`src/rtl/mul_fsm.sv`:
```
// mul_fsm: multi-cycle IEEE-754 binary32 multiplier.
//   Shares the r_i/r_o handshake and operand naming with the divider FSM, so
//   both can sit behind the same FP dispatch logic. The mantissa product is
//   built with a radix-2 shift-add loop (one partial product per clock). The
//   result is rounded to nearest-even, and denormal inputs and outputs are
//   flushed to zero.
//   Latency is fixed: capture edge E0, r_o high from E26 to E27.
// Ports:
//   clk   clock, all state on rising edge
//   rst   asynchronous active-high reset
//   n, x  operands A and B (binary32)
//   r_i   request, sampled only in IDLE
//   busy  high from the capture edge until r_o falls
//   res   product n*x, valid with r_o, held until the next result
//   r_o   one-cycle result-valid pulse
module mul_fsm #(
  parameter int MANT_W = 24,
  parameter int EXP_W  = 8,
  parameter int BIAS   = 127
) (
  input  logic        clk,
  input  logic        rst,
  input  logic [31:0] n,
  input  logic [31:0] x,
  input  logic        r_i,
  output logic        busy,
  output logic [31:0] res,
  output logic        r_o
);

  localparam int FW  = MANT_W - 1;         // stored fraction width
  localparam int PW  = 2 * MANT_W;         // product width
  localparam int CW  = $clog2(MANT_W);     // loop counter width
  localparam int XW  = EXP_W + 2;          // signed working exponent width
  localparam logic [CW-1:0]        LAST_CNT = CW'(MANT_W - 1);
  localparam logic signed [XW-1:0] BIAS_S   = XW'(BIAS);
  localparam logic signed [XW-1:0] EXP_MAX  = XW'((1 << EXP_W) - 1);
  localparam logic [EXP_W-1:0]     EXP_ONES = '1;
  localparam logic [31:0]          QNAN     = 32'h7FC0_0000;

  typedef enum logic [1:0] {IDLE, MUL, NORM, PACK} state_t;

  // Operand class is resolved once at capture. The loop still runs, and PACK
  // picks the override.
  typedef struct packed {
    logic nan;
    logic inf;
    logic zero;
  } spec_t;

  state_t state_q, state_d;

  logic              capture, mul_step, norm_en, pack_en;
  logic              sign_q;
  logic [MANT_W-1:0] a_q, b_q;
  logic [PW-1:0]     p_q;
  logic [CW-1:0]     cnt_q;
  logic signed [XW-1:0] exp_q;
  logic [FW-1:0]     mant_q;
  spec_t             spec_q;

  // ---------------------------------------------------------------------------
  // FSM
  // ---------------------------------------------------------------------------
  always_ff @(posedge clk or posedge rst) begin
    if (rst) state_q <= IDLE;
    else     state_q <= state_d;
  end

  always_comb begin
    state_d  = state_q;
    capture  = 1'b0;
    mul_step = 1'b0;
    norm_en  = 1'b0;
    pack_en  = 1'b0;
    case (state_q)
      IDLE: begin
        if (r_i) begin
          capture = 1'b1;
          state_d = MUL;
        end
      end
      MUL: begin
        mul_step = 1'b1;
        if (cnt_q == LAST_CNT) state_d = NORM;
      end
      NORM: begin
        norm_en = 1'b1;
        state_d = PACK;
      end
      PACK: begin
        // Returning to IDLE here lets a held r_i recapture on the very edge
        // that drops r_o, so back-to-back results come out 27 clocks apart.
        pack_en = 1'b1;
        state_d = IDLE;
      end
      default: state_d = IDLE;
    endcase
  end

  // ---------------------------------------------------------------------------
  // Operand decode at capture
  // ---------------------------------------------------------------------------
  logic [EXP_W-1:0] ea, eb;
  logic [FW-1:0]    fa, fb;
  logic             a_zero, b_zero, a_inf, b_inf, a_nan, b_nan;
  spec_t            spec_d;
  logic signed [XW-1:0] exp_sum;

  always_comb begin
    ea     = n[FW +: EXP_W];
    eb     = x[FW +: EXP_W];
    fa     = n[FW-1:0];
    fb     = x[FW-1:0];
    a_zero = (ea == '0);
    b_zero = (eb == '0);
    a_inf  = (ea == EXP_ONES) && (fa == '0);
    b_inf  = (eb == EXP_ONES) && (fb == '0);
    a_nan  = (ea == EXP_ONES) && (fa != '0);
    b_nan  = (eb == EXP_ONES) && (fb != '0);
    spec_d.nan  = a_nan | b_nan | (a_inf & b_zero) | (b_inf & a_zero);
    spec_d.inf  = (a_inf | b_inf) & ~spec_d.nan;
    spec_d.zero = (a_zero | b_zero) & ~spec_d.nan & ~spec_d.inf;
    // Finite range is -125..381, plus at most two increments, so the 10-bit
    // signed exponent never wraps.
    exp_sum = $signed({2'b00, ea}) + $signed({2'b00, eb}) - BIAS_S;
  end

  // ---------------------------------------------------------------------------
  // Normalise and round (consumed in NORM)
  // ---------------------------------------------------------------------------
  logic              hi, g_bit, s_bit, inc, carry;
  logic [FW-1:0]     m_pre;
  logic [MANT_W-1:0] m_sum;
  logic signed [XW-1:0] exp_n;

  always_comb begin
    hi    = p_q[PW-1];
    m_pre = hi ? p_q[PW-2 -: FW] : p_q[PW-3 -: FW];
    g_bit = hi ? p_q[MANT_W-1] : p_q[MANT_W-2];
    s_bit = hi ? (|p_q[MANT_W-2:0]) : (|p_q[MANT_W-3:0]);
    inc   = g_bit & (s_bit | m_pre[0]);
    m_sum = {1'b0, m_pre} + MANT_W'(inc);
    // A rounding carry-out leaves the fraction field at all zeros.
    carry = m_sum[MANT_W-1];
    exp_n = exp_q + $signed({{(XW-1){1'b0}}, hi}) + $signed({{(XW-1){1'b0}}, carry});
  end

  // ---------------------------------------------------------------------------
  // Final result selection (consumed in PACK)
  // ---------------------------------------------------------------------------
  logic [31:0] res_d;

  always_comb begin
    if (spec_q.nan)               res_d = QNAN;
    else if (spec_q.inf)          res_d = {sign_q, EXP_ONES, {FW{1'b0}}};
    else if (spec_q.zero)         res_d = {sign_q, 31'h0};
    else if (exp_q >= EXP_MAX)    res_d = {sign_q, EXP_ONES, {FW{1'b0}}};
    else if (exp_q <= $signed(XW'(0))) res_d = {sign_q, 31'h0};
    else                          res_d = {sign_q, exp_q[EXP_W-1:0], mant_q};
  end

  // ---------------------------------------------------------------------------
  // Datapath registers
  // ---------------------------------------------------------------------------
  always_ff @(posedge clk or posedge rst) begin
    if (rst) begin
      sign_q <= 1'b0;
      a_q    <= '0;
      b_q    <= '0;
      p_q    <= '0;
      cnt_q  <= '0;
      exp_q  <= '0;
      mant_q <= '0;
      spec_q <= '0;
      busy   <= 1'b0;
      res    <= 32'h0;
      r_o    <= 1'b0;
    end else begin
      r_o <= pack_en;
      // Capture wins over the release, so a held r_i keeps busy high.
      if (capture)  busy <= 1'b1;
      else if (r_o) busy <= 1'b0;

      if (capture) begin
        sign_q <= n[31] ^ x[31];
        a_q    <= {1'b1, fa};
        b_q    <= {1'b1, fb};
        p_q    <= '0;
        cnt_q  <= '0;
        exp_q  <= exp_sum;
        spec_q <= spec_d;
      end

      if (mul_step) begin
        if (b_q[cnt_q]) p_q <= p_q + ({{MANT_W{1'b0}}, a_q} << cnt_q);
        cnt_q <= cnt_q + 1'b1;
      end

      if (norm_en) begin
        mant_q <= m_sum[FW-1:0];
        exp_q  <= exp_n;
      end

      if (pack_en) res <= res_d;
    end
  end

endmodule
```
`config.mk`:
```
export PLATFORM = sky130hd
export DESIGN_NAME = mul_fsm
export DESIGN_NICKNAME = d
export VERILOG_FILES = /design/src/rtl/mul_fsm.sv
export SDC_FILE = /design/constraint.sdc
export NUM_CORES = 1
export LEC_CHECK = 0
export ABC_AREA = 1
export BUFFER_PORTS_ARGS = -buffer_cell sky130_fd_sc_hd__buf_4
export CELL_PAD_IN_SITES_DETAIL_PLACEMENT = 1
export CELL_PAD_IN_SITES_GLOBAL_PLACEMENT = 1
export CORE_MARGIN = 2
export CORE_UTILIZATION = 40
export CTS_BUF_LIST = sky130_fd_sc_hd__clkbuf_4 sky130_fd_sc_hd__clkbuf_8
export CTS_CLUSTER_DIAMETER = 50
export DETAILED_ROUTE_END_ITERATION = 16
export GPL_ROUTABILITY_DRIVEN = 0
export PLACE_DENSITY_LB_ADDON = 0.1
export SLEW_MARGIN = 20
export SYNTH_ARGS = -nofsm -noshare
export SYNTH_HDL_FRONTEND = slang
export SYNTH_SLANG_ARGS = --single-unit
```
`constraint.sdc`:
```
create_clock -name clk -period 6.33 [get_ports clk]
set_input_delay 1.5825 -clock clk [delete_from_list [all_inputs] [get_ports clk]]
set_output_delay 1.5825 -clock clk [all_outputs]
set_load 0.01 [all_outputs]
```
After elaboration in Yosys (flattened, before gate mapping)
Cells that the tools add are included.
- input bits: 67
- output and inout bits: 34
- register bits after elaboration: 174
- reduce and logical (&&, ||, !) cells: 17
- bitwise logic cells: 15
- magnitude comparators: 3
- add/subtract/negate cells: 7
- shift-type cells: 1
- eq/ne operators: 8
- muxes and demuxes: 27
- operator list (operator ; number):
    48-bit 2-to-1 mux ; 3
    31-bit 2-to-1 mux ; 4
    48-bit adder ; 1
    24-bit by 5-bit << shifter with 48-bit output ; 1
    23-bit logical NOT ; 2
    23-bit nonzero test ; 2
    32-bit 2-to-1 mux ; 1
    23-bit by 1-bit adder with 24-bit output ; 1
    23-bit 2-to-1 mux ; 1
    23-bit OR reduction ; 1
    22-bit OR reduction ; 1
    10-bit by 2-bit adder with 10-bit output ; 2
    10-bit 2-to-1 mux ; 2
    8-bit == test (second input constant) ; 2
    8-bit logical NOT ; 2
    10-bit by 9-bit greater-or-equal comparator with 1-bit output (second input constant) ; 1
    10-bit by 1-bit <= comparator with 1-bit output (second input constant) ; 1
    1-bit 2-to-1 mux ; 10
    5-bit 2-to-1 mux ; 2
    9-bit by 7-bit subtractor with 10-bit output (second input constant) ; 1
    8-bit by 8-bit adder with 9-bit output ; 1
    2-bit case mux with 4 select lines ; 1
    1-bit bitwise AND ; 6
    5-bit by 6-bit < comparator with 1-bit output (second input constant) ; 1
    other kinds (14) ; 28

Logic depth before layout (Yosys ltp)
Gate-level depths: netlist of the first run.
- depth in word-level cells: 9
- mapped depth: 29

Worst setup path before layout of the first run
No wires, ideal clock.
- path type: in2reg
- start point: input port n[24]
- end point: register exp_q[7]
- library setup time: 0.121 ns
- data arrival time: 3.198 ns
- path slack: 3.010 ns
- stages on the path: 12
- cell sequence: ha_1 > ha_1 > fa_1 > nand3_1 > nand3_1 > nand2_1 > nand2_1 > a21oi_1 > nor2_1 > nand3b_1 > o221ai_1 > inv_1
- word-level cells in the longest chain between the ends: 4
- ends and longest elaborated chain (what ; line ; source):
    start: declaration ; 23 ; input logic [31:0] n,
    8-bit by 8-bit adder with 9-bit output ; 126 ; exp_sum = $signed({2'b00, ea}) + $signed({2'b00, eb}) - BIAS_S;
    9-bit by 7-bit subtractor with 10-bit output ; 126 ;
    10-bit 2-to-1 mux ; 185 ; if (capture) begin
    10-bit 2-to-1 mux ; 200 ; if (norm_en) begin
    end signal: assignment ; 191 ; exp_q <= exp_sum;
    end signal: assignment ; 202 ; exp_q <= exp_n;
    end: declaration ; 58 ; logic signed [XW-1:0] exp_q;
Every way passes these cells. The select of a mux whose other input is x is not followed.
A chain may end at the register's enable or synchronous reset.

Worst setup path after layout of the first run
- start point: register cnt_q[1]
- end point: register p_q[36]
- word-level cells in the longest chain between the ends: 4
- ends and longest elaborated chain (what ; line ; source):
    start: declaration ; 57 ; logic [CW-1:0] cnt_q;
    start signal: assignment ; 197 ; cnt_q <= cnt_q + 1'b1;
    24-bit by 5-bit << shifter with 48-bit output or 1-bit binary-select mux with 5-bit select (tied branches) ; 196 ; if (b_q[cnt_q]) p_q <= p_q + ({{MANT_W{1'b0}}, a_q} << cnt_q);
    48-bit adder or 1-bit 2-to-1 mux (tied branches) ; 196 ;
    48-bit 2-to-1 mux * ; 196 ;
    48-bit 2-to-1 mux * ; 195 ; if (mul_step) begin
    end signal: assignment ; 196 ;
    end: declaration ; 56 ; logic [PW-1:0] p_q;
Mark *: on every way between the ends. The rest lies on a longest branch, timed or not. The select of a mux whose other input is x is not followed.

==> results of run 1 <==
==> registers in the layout (all words and copies together) (netlist names) <==
signal	count
a_q	24
b_q	23
busy	1
cnt_q	5
exp_q	10
mant_q	23
p_q	48
r_o	1
res	32
sign_q	1
spec_q	3
state_q	2
==> synth_stat cells (2+ instances only) <==
cell      instances  share of area
a21oi_1          57          0.020
a22o_1            2         0.0012
a31oi_1           8         0.0034
and2_1            3         0.0013
buf_1            13         0.0034
buf_2            14         0.0048
buf_4             9         0.0047
buf_6             3         0.0023
clkbuf_1         42          0.011
clkinv_1          2        0.00052
dfrtp_1         173           0.30
fa_1              3         0.0041
ha_1             70          0.060
inv_1           322          0.083
inv_2             3        0.00078
mux2i_1          21          0.014
nand2_1         925           0.24
nand2_2           3         0.0013
nand3_1         159          0.055
nand3b_1          9         0.0047
nand4_1          34          0.015
nor2_1          179          0.046
nor2_2            3         0.0013
nor2_4            3         0.0023
nor3_1           29          0.010
nor4_1           12         0.0052
o211ai_1          3         0.0016
o21a_1            2         0.0010
o21ai_0         153          0.053
o21ai_1          29          0.010
o21ai_2           2         0.0012
o21bai_1          8         0.0041
o221ai_1          3         0.0018
o22ai_1           6         0.0026
o31ai_1           2         0.0010
or2_2            14         0.0060
xnor2_1          13         0.0078
xor2_1           20          0.012
==> per-layer routing <==
layer,routed length (um),GRT usage,up-vias,part of all wire
met4,1420,0.08319,0,0.028
li1,-,-,7558,-
met5,0,0,-,0
met1,23710,0.3638,7375,0.46
met2,24480,0.4699,312,0.48
met3,1906,0.03297,80,0.037
==> metrics by stage <==
step | hold slack, ns | util
after floorplan | 0.4491 | -
after global placement | 0.4466 | 0.4378
after detailed placement | 0.4646 | 0.4378
after CTS | 0.4824 | 0.4485
after global routing | 0.5087 | 0.4485
final | 0.4747 | 0.4485
==> layout make-up <==
class                           count  area, um^2  area share
Tap cell                          461       576.8     0.03607
Sequential cell                   173        4329      0.2707
Clock inverter                     12       120.1    0.007511
Clock buffer                       20       262.8     0.01643
Timing Repair Buffer              116       870.8     0.05446
Multi-Input combinational cell   1784        8600      0.5378
Inverter                          327        1232     0.07707
==> power breakdown <==
part,internal (mW),switching [mW]
registers,1.52,0.386
clock network,0.310,0.516
logic,1.63,3.67
total,3.46,4.57
==> path summary, 6_finish.rpt <==
| path | start | endpoint | slack (ns) | cells past startpoint |
|---|---|---|---|---|
| max | cnt_q[1] | p_q[36] | 1.73 | 21 |
| max in group asynchronous | rst | p_q[4] | 3.91 | 3 |
| min in group asynchronous | rst | res[10] | 1.18 | 2 |
| min reg2reg | r_o | busy | 0.47 | 1 |
| min | r_o | busy | 0.47 | 1 |
| max reg2reg | cnt_q[1] | p_q[36] | 1.73 | 21 |
==> critical path, cell delays in order (launching register included) <==
cell and delay [ns]:
dfrtp_1 0.38, buf_4 0.23, inv_1 0.66, o21ai_0 0.34, nand2_1 0.11, o21ai_0 0.14
mux2i_1 0.23, o21ai_0 0.17, ha_1 0.44, nand2_1 0.13, nor2_1 0.23, inv_1 0.07
nor2_1 0.39, nand4_1 0.23, nand3b_1 0.25, nand2_1 0.11, nand2_1 0.08, nand2_1 0.05
nand3_1 0.07, nand2_1 0.06, nand2_1 0.05, nand2_1 0.06
==> cells by family after synthesis <==
kind of cell	count (synthesis)	synth area share
adders and majority gates	73	0.06444
buffers and inverters	408	0.1105
and+or+nand+nor	1378	0.3900
AOI/OAI and AO/OA	279	0.1026
xor gates and xnor gates	33	0.01990
DFF	173	0.2981
muxes	21	0.01447
==> results.md, run 1 <==
* WL/cell at 17.81 um
* Largest net degree at the start of global routing at 102
* Placed cell count at 2861
* Inserted Clock Buffers at 17
* Crit Path Class: reg2reg
* Final clock skew at 0.02531 ns
* CORE AREA at 35660 um^2
* Clock Latency Late Sink at 0.53 ns
* Min Tclk post-route at 4.596 ns
* Via Count at 15.33k
* Die X at 194.6 um
* Post-synthesis sequential area ratio at 0.2981
* DRT Pass-1 Iters at 5
* DP Worst Slack at 1.851 ns
* Fin cells at 2893
* Net Count, Synth at 2505
* Mean Syn Cell Area at 6.141 um^2
* DRC at 0
* RSZ-0062 raised after global routing: false
* CTS resizes at 0
* Slew @ Worst Pin at 1.040 ns
* Mapped Cells at 2365
* Starting Density at 0.4073
* Final net count at 2559
* P_leak at 8.632 nW
* Sink Count at 173
* Antenna violations before repair at 0
* Clock Tree Buf Depth at 2
* Number of antenna diodes at 0
* Synth Flop Type: dfrtp_1
* Worst EP required at 6.76 ns
* Synthesis-to-layout area growth at 10.11%
* Antenna viol nets, final at 0
* CP arrival at 5.03 ns
* Vias in the first global route at 15.61k
* Clock root buffer: clkbuf_8
* Gr usage total at 0.2750
* Post-synthesis register bit count at 173
* Total power at 8.033 mW
* Post-route setup slack at 1.734 ns
* Post-synth EDFFs at 0
* Worst ir drop on vdd at 0.2244 mV
* Share of layout cells above drive strength 1 at 0.07484
* Pwr dens at 502.3 nW/um^2
* Hpwl dp at 40650 um
* Worst setup EP type: flip-flop
* H-tree depth at 4
* Synth warn at 0
* Rel. slew slack at 0.3001
* CTS clk-pin slew, worst paths at 0.12 ns
* IO Port Bufs at 100
* WL final at 51510 um
* Via density per instance at 5.297
* Status: completed
* Fmax at 217.6 MHz
* Hold Crit Class: reg2reg
* Grt ovf at 0
* Asr flop ratio synth at 1.000
* Synthesized area at 14520 um^2
* Max-Cap Viols at 0
* # IOs at 101
* Fin. Hold Viols at 0
* Period utilisation layout at 0.7261
* Detailed Route Iter0 Violations at 1028
* Commonest non-fill, non-tap cell in the layout: nand2_1
* CTS tree: built
* Count of different cell masters after synthesis at 47
* FP Rows at 69
* # Post-CTS Setup Buffers at 0
* Die Area at 37850 um^2
* Fin Setup TNS at 0 ns
* Critical-path maximum fanout at 32
* Startpoint Class: flip-flop
* Commonest cells after routing, fill and taps aside: nand2_1 (924), inv_1 (321), nor2_1 (178)
* Fillcell total at 4961
* # hold bufs at CTS at 0
* First-pass GRT wire length at 83020 um
* Max-slew violation count at 0
* DP Area at 15610 um^2
* Cell area after layout at 15990 um^2
* Chip Height at 194.6 um
* Finish-stage setup viols at 0
No activity file was read; power rests on OpenSTA's default activity.
==> run 2: changes to the inputs <==
CORE_UTILIZATION = 45   (was 40)
clock period = 4.6 ns   (was 6.33 ns; I/O delays follow)
==> run 2 against run 1 <==
- fmax up 9.8%
- routed wire length down 0.36%
- combinational power grew 39%
- critical path type unchanged
- largest power group unchanged
==> results.md, run 2 (synthesized netlist as in run 1, its figures left out) <==
* Status: completed (unchanged)
* Sink Count at 173 (unchanged)
* R2R Setup Slk at 0.41 ns (was 1.73 ns)
* P_leak at 8.670 nW (was 8.632 nW)
* Slew @ Worst Pin at 1.025 ns (was 1.040 ns)
* Share of layout cells above drive strength 1 at 0.07677 (was 0.07484)
* # IOs at 101 (unchanged)
* Final clock skew at 0.02318 ns (was 0.02531 ns)
* Top cell family by delay on the critical path: simple AND/OR/NAND/NOR gates (unchanged)
* CORE AREA at 31640 um^2 (was 35660 um^2)
* Terminus of the critical flop-to-flop path: p_q[36] (unchanged)
* Reg with most FFs: p_q (unchanged)
* Detailed Route Iter0 Violations at 993 (was 1028)
* Hold Crit Class: reg2reg (unchanged)
* Fmax at 238.8 MHz (was 217.6 MHz)
* CP max-delay cell: dfrtp_1 (was inv_1)
* Final net count at 2564 (was 2559)
* Chip Height at 183.7 um (was 194.6 um)
* Critical-path cell list: buf_4 > o21ai_0 > inv_1 > o21ai_0 > mux2i_1 > mux2i_1 > nor2_1 > ha_1 > nand2_1 > nor2_1 > inv_1 > nor2_1 > nand4_1 > nand3b_1 > nand2_1 > nand2_1 > nand2_1 > nand3_1 > nand2_1 > nand2_1 > nand2_1 (was buf_4 > inv_1 > o21ai_0 > nand2_1 > o21ai_0 > mux2i_1 > o21ai_0 > ha_1 > nand2_1 > nor2_1 > inv_1 > nor2_1 > nand4_1 > nand3b_1 > nand2_1 > nand2_1 > nand2_1 > nand3_1 > nand2_1 > nand2_1 > nand2_1)
* Min Tclk post-route at 4.187 ns (was 4.596 ns)
* Worst ir drop on vdd at 0.3621 mV (was 0.2244 mV)
* Die Area at 33730 um^2 (was 37850 um^2)
* Max reg flops at 48 (unchanged)
* Critical-path maximum fanout at 29 (was 32)
* Antenna viol nets, final at 0 (unchanged)
* Fillcell total at 4444 (was 4961)
* Most numerous cell on the critical path: nand2_1 (unchanged)
* Crit Path Class: reg2reg (unchanged)
* Met1 Track Usage GR at 0.3907 (was 0.3638)
* WL final at 51330 um (was 51510 um)
* RSZ-0062 raised after global routing: false (unchanged)
* Buffers and inverters on the worst path at 3 (unchanged)
* Via Count at 15.46k (was 15.33k)
* Hpwl dp at 39850 um (was 40650 um)
* Antenna violations before repair at 1 (was 0)
* DRT Pass-1 Iters at 5 (unchanged)
* First-pass GRT wire length at 82250 um (was 83020 um)
* Starting Density at 0.4591 (was 0.4073)
* Clock root buffer: clkbuf_8 (unchanged)
* DRC at 0 (unchanged)
* Clock Tree Buf Depth at 2 (unchanged)
* CP arrival at 4.62 ns (was 5.03 ns)
* WL/cell at 18.08 um (was 17.81 um)
* WHS Path Cells at 1 (unchanged)
* Fin. Hold Viols at 0 (unchanged)
* Rel. slew slack at 0.3167 (was 0.3001)
* Inserted Clock Buffers at 17 (unchanged)
* Die X at 183.7 um (was 194.6 um)
* Finish-stage setup viols at 0 (unchanged)
* Max-slew violation count at 0 (unchanged)
* Met2 Use GR at 0.5224 (was 0.4699)
* Worst setup EP type: flip-flop (unchanged)
* Period utilisation layout at 0.9102 (was 0.7261)
* Grt ovf at 0 (unchanged)
* Reg2Reg Depth at 21 (unchanged)
* Multi-input logic area at 8597 um^2 (was 8600 um^2)
* Hold Slack at 0.4734 ns (was 0.4747 ns)
* Via density per instance at 5.446 (was 5.297)
* Worst r2r src: cnt_q[0] (was cnt_q[1])
* Worst EP required at 5.03 ns (was 6.76 ns)
* IO Port Bufs at 100 (unchanged)
* Gr usage total at 0.3117 (was 0.2750)
* Commonest cells after routing, fill and taps aside: nand2_1 (924), inv_1 (321), nor2_1 (178) (unchanged)
* Global Route met3 Usage at 0.05824 (was 0.03297)
* CTS clk-pin slew, worst paths at 0.11 ns (was 0.12 ns)
* Min-Delay Startpoint: r_o (unchanged)
* CTS resizes at 0 (unchanged)
* H-tree depth at 4 (unchanged)
* Vias in the first global route at 15.85k (was 15.61k)
* Commonest non-fill, non-tap cell in the layout: nand2_1 (unchanged)
* Most Used Layer, Global Route: met2 (unchanged)
* Hold Crit Endpoint: busy (unchanged)
* Pwr dens at 698.0 nW/um^2 (was 502.3 nW/um^2)
* # hold bufs at CTS at 0 (unchanged)
* # Post-CTS Setup Buffers at 0 (unchanged)
* Startpoint Class: flip-flop (unchanged)
* FF/Latch Area at 4329 um^2 (unchanged)
* Biggest regs: p_q (48), res (32), a_q (24) (unchanged)
* Final core occ at 0.5062 (was 0.4485)
* Synthesis-to-layout area growth at 10.27% (was 10.11%)
* FP Rows at 65 (was 69)
* CTS tree: built (unchanged)
* Max-Cap Viols at 0 (unchanged)
* Slowest cell delay on critical path at 0.40 ns (was 0.66 ns)
* Total power at 11.18 mW (was 8.033 mW)
* Clock Latency Late Sink at 0.53 ns (about the same)
* Largest net degree at the start of global routing at 174 (was 102)
* Fin Setup TNS at 0 ns (unchanged)
## run 2: cell count changes in the layout (fill, tap and decap cells not counted), sizes merged
cell,before,now
diode,0,1
clkinv,3,7
buf,116,121
clkbuf,20,17
bufinv,0,3
inv,334,329
## run 2: worst max path at each step
stage,from,end,slack (ns),depth (start not counted)
final,cnt_q[0],p_q[36],0.41,21
after global routing,cnt_q[0],p_q[36],0.04,21
after CTS,cnt_q[0],p_q[36],0.52,21
after detailed placement,cnt_q[0],p_q[36],0.53,21
after global placement,cnt_q[2],p_q[41],0.56,17
after floorplan,rst,a_q[0],1.24,1
## run 2: final cells by class
type / count / share of cell area
Antenna cell: 1 / 0.0001562
Clock buffer: 17 / 0.01461
Clock inverter: 14 / 0.01156
Inverter: 327 / 0.07687
Multi-Input combinational cell: 1784 / 0.5368
Sequential cell: 173 / 0.2703
Tap cell: 402 / 0.03141
Timing Repair Buffer: 121 / 0.05828
## run 2: per-layer routing
| metal | routed length (um) | share of wire |
|---|---|---|
| met1 | 22250 | 0.43 |
| met2 | 24000 | 0.47 |
| met3 | 2986 | 0.058 |
| met4 | 2096 | 0.041 |
| met5 | 0 | 0 |
## run 2: metrics by stage
| stage | cell area, um^2 | worst slack (ns) | cells |
|---|---|---|---|
| floorplan | 14530 | 1.239 | 2365 |
| global placement | 15570 | 0.5595 | 2806 |
| detailed placement | 15570 | 0.5296 | 2806 |
| CTS | 15990 | 0.5189 | 2837 |
| global route | 16010 | 0.03575 | 2838 |
| finish | 16020 | 0.4131 | 2839 |
## run 2: power breakdown
part,internal [mW],switching [mW],total (mW)
sequential,2.10,0.493,2.59
combinational,2.29,5.10,7.39
clock,0.546,0.649,1.19
==> run 3: changes to the inputs <==
CELL_PAD_IN_SITES_DETAIL_PLACEMENT = not set   (was 1)
CELL_PAD_IN_SITES_GLOBAL_PLACEMENT = not set   (was 1)
CORE_UTILIZATION = 48   (was 45)
PLACE_DENSITY = 0.66   (was not set)
PLACE_DENSITY_LB_ADDON = not set   (was 0.1)
==> run 3 against run 2 <==
- largest cell class unchanged
- first-iteration DRC count up 72%
- final cell count down 0.28%
- global-route usage down 2.6 points
- worst setup slack worse by 0.16 ns
- routed wire length down 13%
==> results.md, run 3 (synthesized netlist as in run 1, its figures left out) <==
* Status: completed (unchanged)
* Rel. slew slack at 0.2353 (was 0.3167)
* Startpoint Class: flip-flop (unchanged)
* Fin cells at 2831 (was 2839)
* CTS tree: built (unchanged)
* Min Tclk post-route at 4.344 ns (was 4.187 ns)
* Comb power frac at 0.647 (was 0.661)
* Share of layout cells above drive strength 1 at 0.07828 (was 0.07677)
* Chip Height at 178.0 um (was 183.7 um)
* Sink Count at 173 (unchanged)
* Antenna violations before repair at 1 (unchanged)
* Final clock skew at 0.02742 ns (was 0.02318 ns)
* IO Port Bufs at 100 (unchanged)
* Die X at 178.0 um (was 183.7 um)
* Antenna viol nets, final at 0 (unchanged)
* # IOs at 101 (unchanged)
* Starting Density at 0.4887 (was 0.4591)
* Hpwl dp at 34190 um (was 39850 um)
* Commonest cells after routing, fill and taps aside: nand2_1 (924), inv_1 (321), nor2_1 (178) (unchanged)
* Placed cell count at 2798 (was 2806)
* Hold Crit Class: reg2reg (unchanged)
* Clock Latency Late Sink at 0.50 ns (was 0.53 ns)
* Reg with most FFs: p_q (unchanged)
* DRC at 0 (unchanged)
* Worst setup EP type: flip-flop (unchanged)
* Finish-stage setup viols at 0 (unchanged)
* Synthesis-to-layout area growth at 10.43% (was 10.27%)
* Seq pwr share at 0.239 (was 0.232)
* CP arrival at 4.74 ns (was 4.62 ns)
* WL final at 44710 um (was 51330 um)
* Clock Tree Buf Depth at 2 (unchanged)
* Detailed Route Iter0 Violations at 1705 (was 993)
* Grt ovf at 0 (unchanged)
* RSZ-0062 raised after global routing: false (unchanged)
* Fin. Hold Viols at 0 (unchanged)
* Inserted Clock Buffers at 17 (unchanged)
* # Post-CTS Setup Buffers at 0 (unchanged)
* Via density per instance at 5.337 (was 5.446)
* Max-Cap Viols at 0 (unchanged)
* DRT Pass-1 Iters at 6 (was 5)
* Final net count at 2567 (was 2564)
* Max reg flops at 48 (unchanged)
* Worst ir drop on vdd at 0.4088 mV (was 0.3621 mV)
* Commonest non-fill, non-tap cell in the layout: nand2_1 (unchanged)
* CTS clk-pin slew, worst paths at 0.13 ns (was 0.11 ns)
* Period utilisation layout at 0.9443 (was 0.9102)
* Crit Path Class: reg2reg (unchanged)
* First-pass GRT wire length at 71310 um (was 82250 um)
* Pwr dens at 683.3 nW/um^2 (was 698.0 nW/um^2)
* Max-slew violation count at 0 (unchanged)
* H-tree depth at 4 (unchanged)
* Vias in the first global route at 13.71k (was 15.85k)
* Fmax at 230.2 MHz (was 238.8 MHz)
* WL/cell at 15.79 um (was 18.08 um)
* Int Pwr at 4.825 mW (was 4.937 mW)
* Worst EP required at 5.00 ns (was 5.03 ns)
* Via Count at 15.11k (was 15.46k)
* P_leak at 8.685 nW (was 8.670 nW)
* Gr usage total at 0.2862 (was 0.3117)
* CTS resizes at 0 (unchanged)
* Switch share at 0.5597 (was 0.5583)
* Die Area at 31670 um^2 (was 33730 um^2)
* Fin Setup TNS at 0 ns (unchanged)
* Switch Pwr at 6.134 mW (was 6.242 mW)
* Slew @ Worst Pin at 1.144 ns (was 1.025 ns)
* Biggest regs: p_q (48), res (32), a_q (24) (unchanged)
* Largest net degree at the start of global routing at 102 (was 174)
* Final core occ at 0.5397 (was 0.5062)
* Clk pwr share at 0.114 (was 0.107)
* # hold bufs at CTS at 0 (unchanged)
* FP Rows at 63 (was 65)
* Critical-path maximum fanout at 11 (was 29)
* CORE AREA at 29720 um^2 (was 31640 um^2)
* Clock root buffer: clkbuf_8 (unchanged)
[run 3: changes by cell type in the layout (fill, tap and decap cells not counted), sizes merged]
cell | before | now
bufinv | 3 | 1
clkinvlp | 2 | 3
inv | 329 | 331
buf | 121 | 124
[run 3: critical path: stages (launching register included)]
cell and delay, ns:
dfrtp_1 0.57, inv_1 0.25, buf_4 0.23, o21ai_0 0.36
mux2i_1 0.22, o21ai_0 0.40, nor2_1 0.12, ha_1 0.42
nand2_1 0.13, nor2_1 0.21, inv_1 0.06, nor2_1 0.32
nand4_1 0.14, nand3b_1 0.26, nand2_1 0.16, nand2_1 0.09
nand2_1 0.05, nand3_1 0.08, nand2_1 0.06, nand2_1 0.05
nand2_1 0.05
[run 3: power groups by stage]
stage / Combinational, mW / Sequential [mW] / Clock, mW
floorplan: 5.03 / 2.49 / 0
global placement: 6.87 / 2.62 / 0
detailed placement: 6.95 / 2.64 / 0
CTS: 6.99 / 2.61 / 1.27
global route: 7.90 / 2.70 / 1.32
finish: 7.09 / 2.62 / 1.25
[run 3: stage by stage]
step / setup WS, ns / hold WS, ns / instance area, um^2 / total power [mW]
global placement: 0.5644 / 0.4433 / 15590 / 9.493
global route: 0.1815 / 0.5093 / 16040 / 11.92
detailed placement: 0.4964 / 0.4510 / 15590 / 9.586
floorplan: 1.239 / 0.4491 / 14530 / 7.527
CTS: 0.4796 / 0.4681 / 16040 / 10.86
finish: 0.2562 / 0.4621 / 16040 / 10.96
[run 3: final timing paths]
path	start	to	slack, ns	cells past startpoint
max	cnt_q[1]	p_q[36]	0.26	20
min in group asynchronous	rst	mant_q[20]	0.66	2
min reg2reg	r_o	busy	0.46	1
max reg2reg	cnt_q[1]	p_q[36]	0.26	20
max in group asynchronous	rst	p_q[6]	2.95	3
min	r_o	busy	0.46	1
[run 3: layer usage]
layer,up-vias,GRT usage,routed length (um)
met5,-,0,0
met4,0,0.1004,1429
met3,82,0.03320,2705
met2,541,0.4604,20160
met1,6912,0.3970,20410
li1,7575,-,-
[run 3: area by class of cell]
cell class	instances	area [um^2]
Fill cell	3011	13680
Multi-Input combinational cell	1784	8594
Tap cell	390	488.0
Antenna cell	1	2.502
Clock inverter	15	215.2
Inverter	327	1231
Sequential cell	173	4330
Clock buffer	17	234.0
Timing Repair Buffer	124	943.4
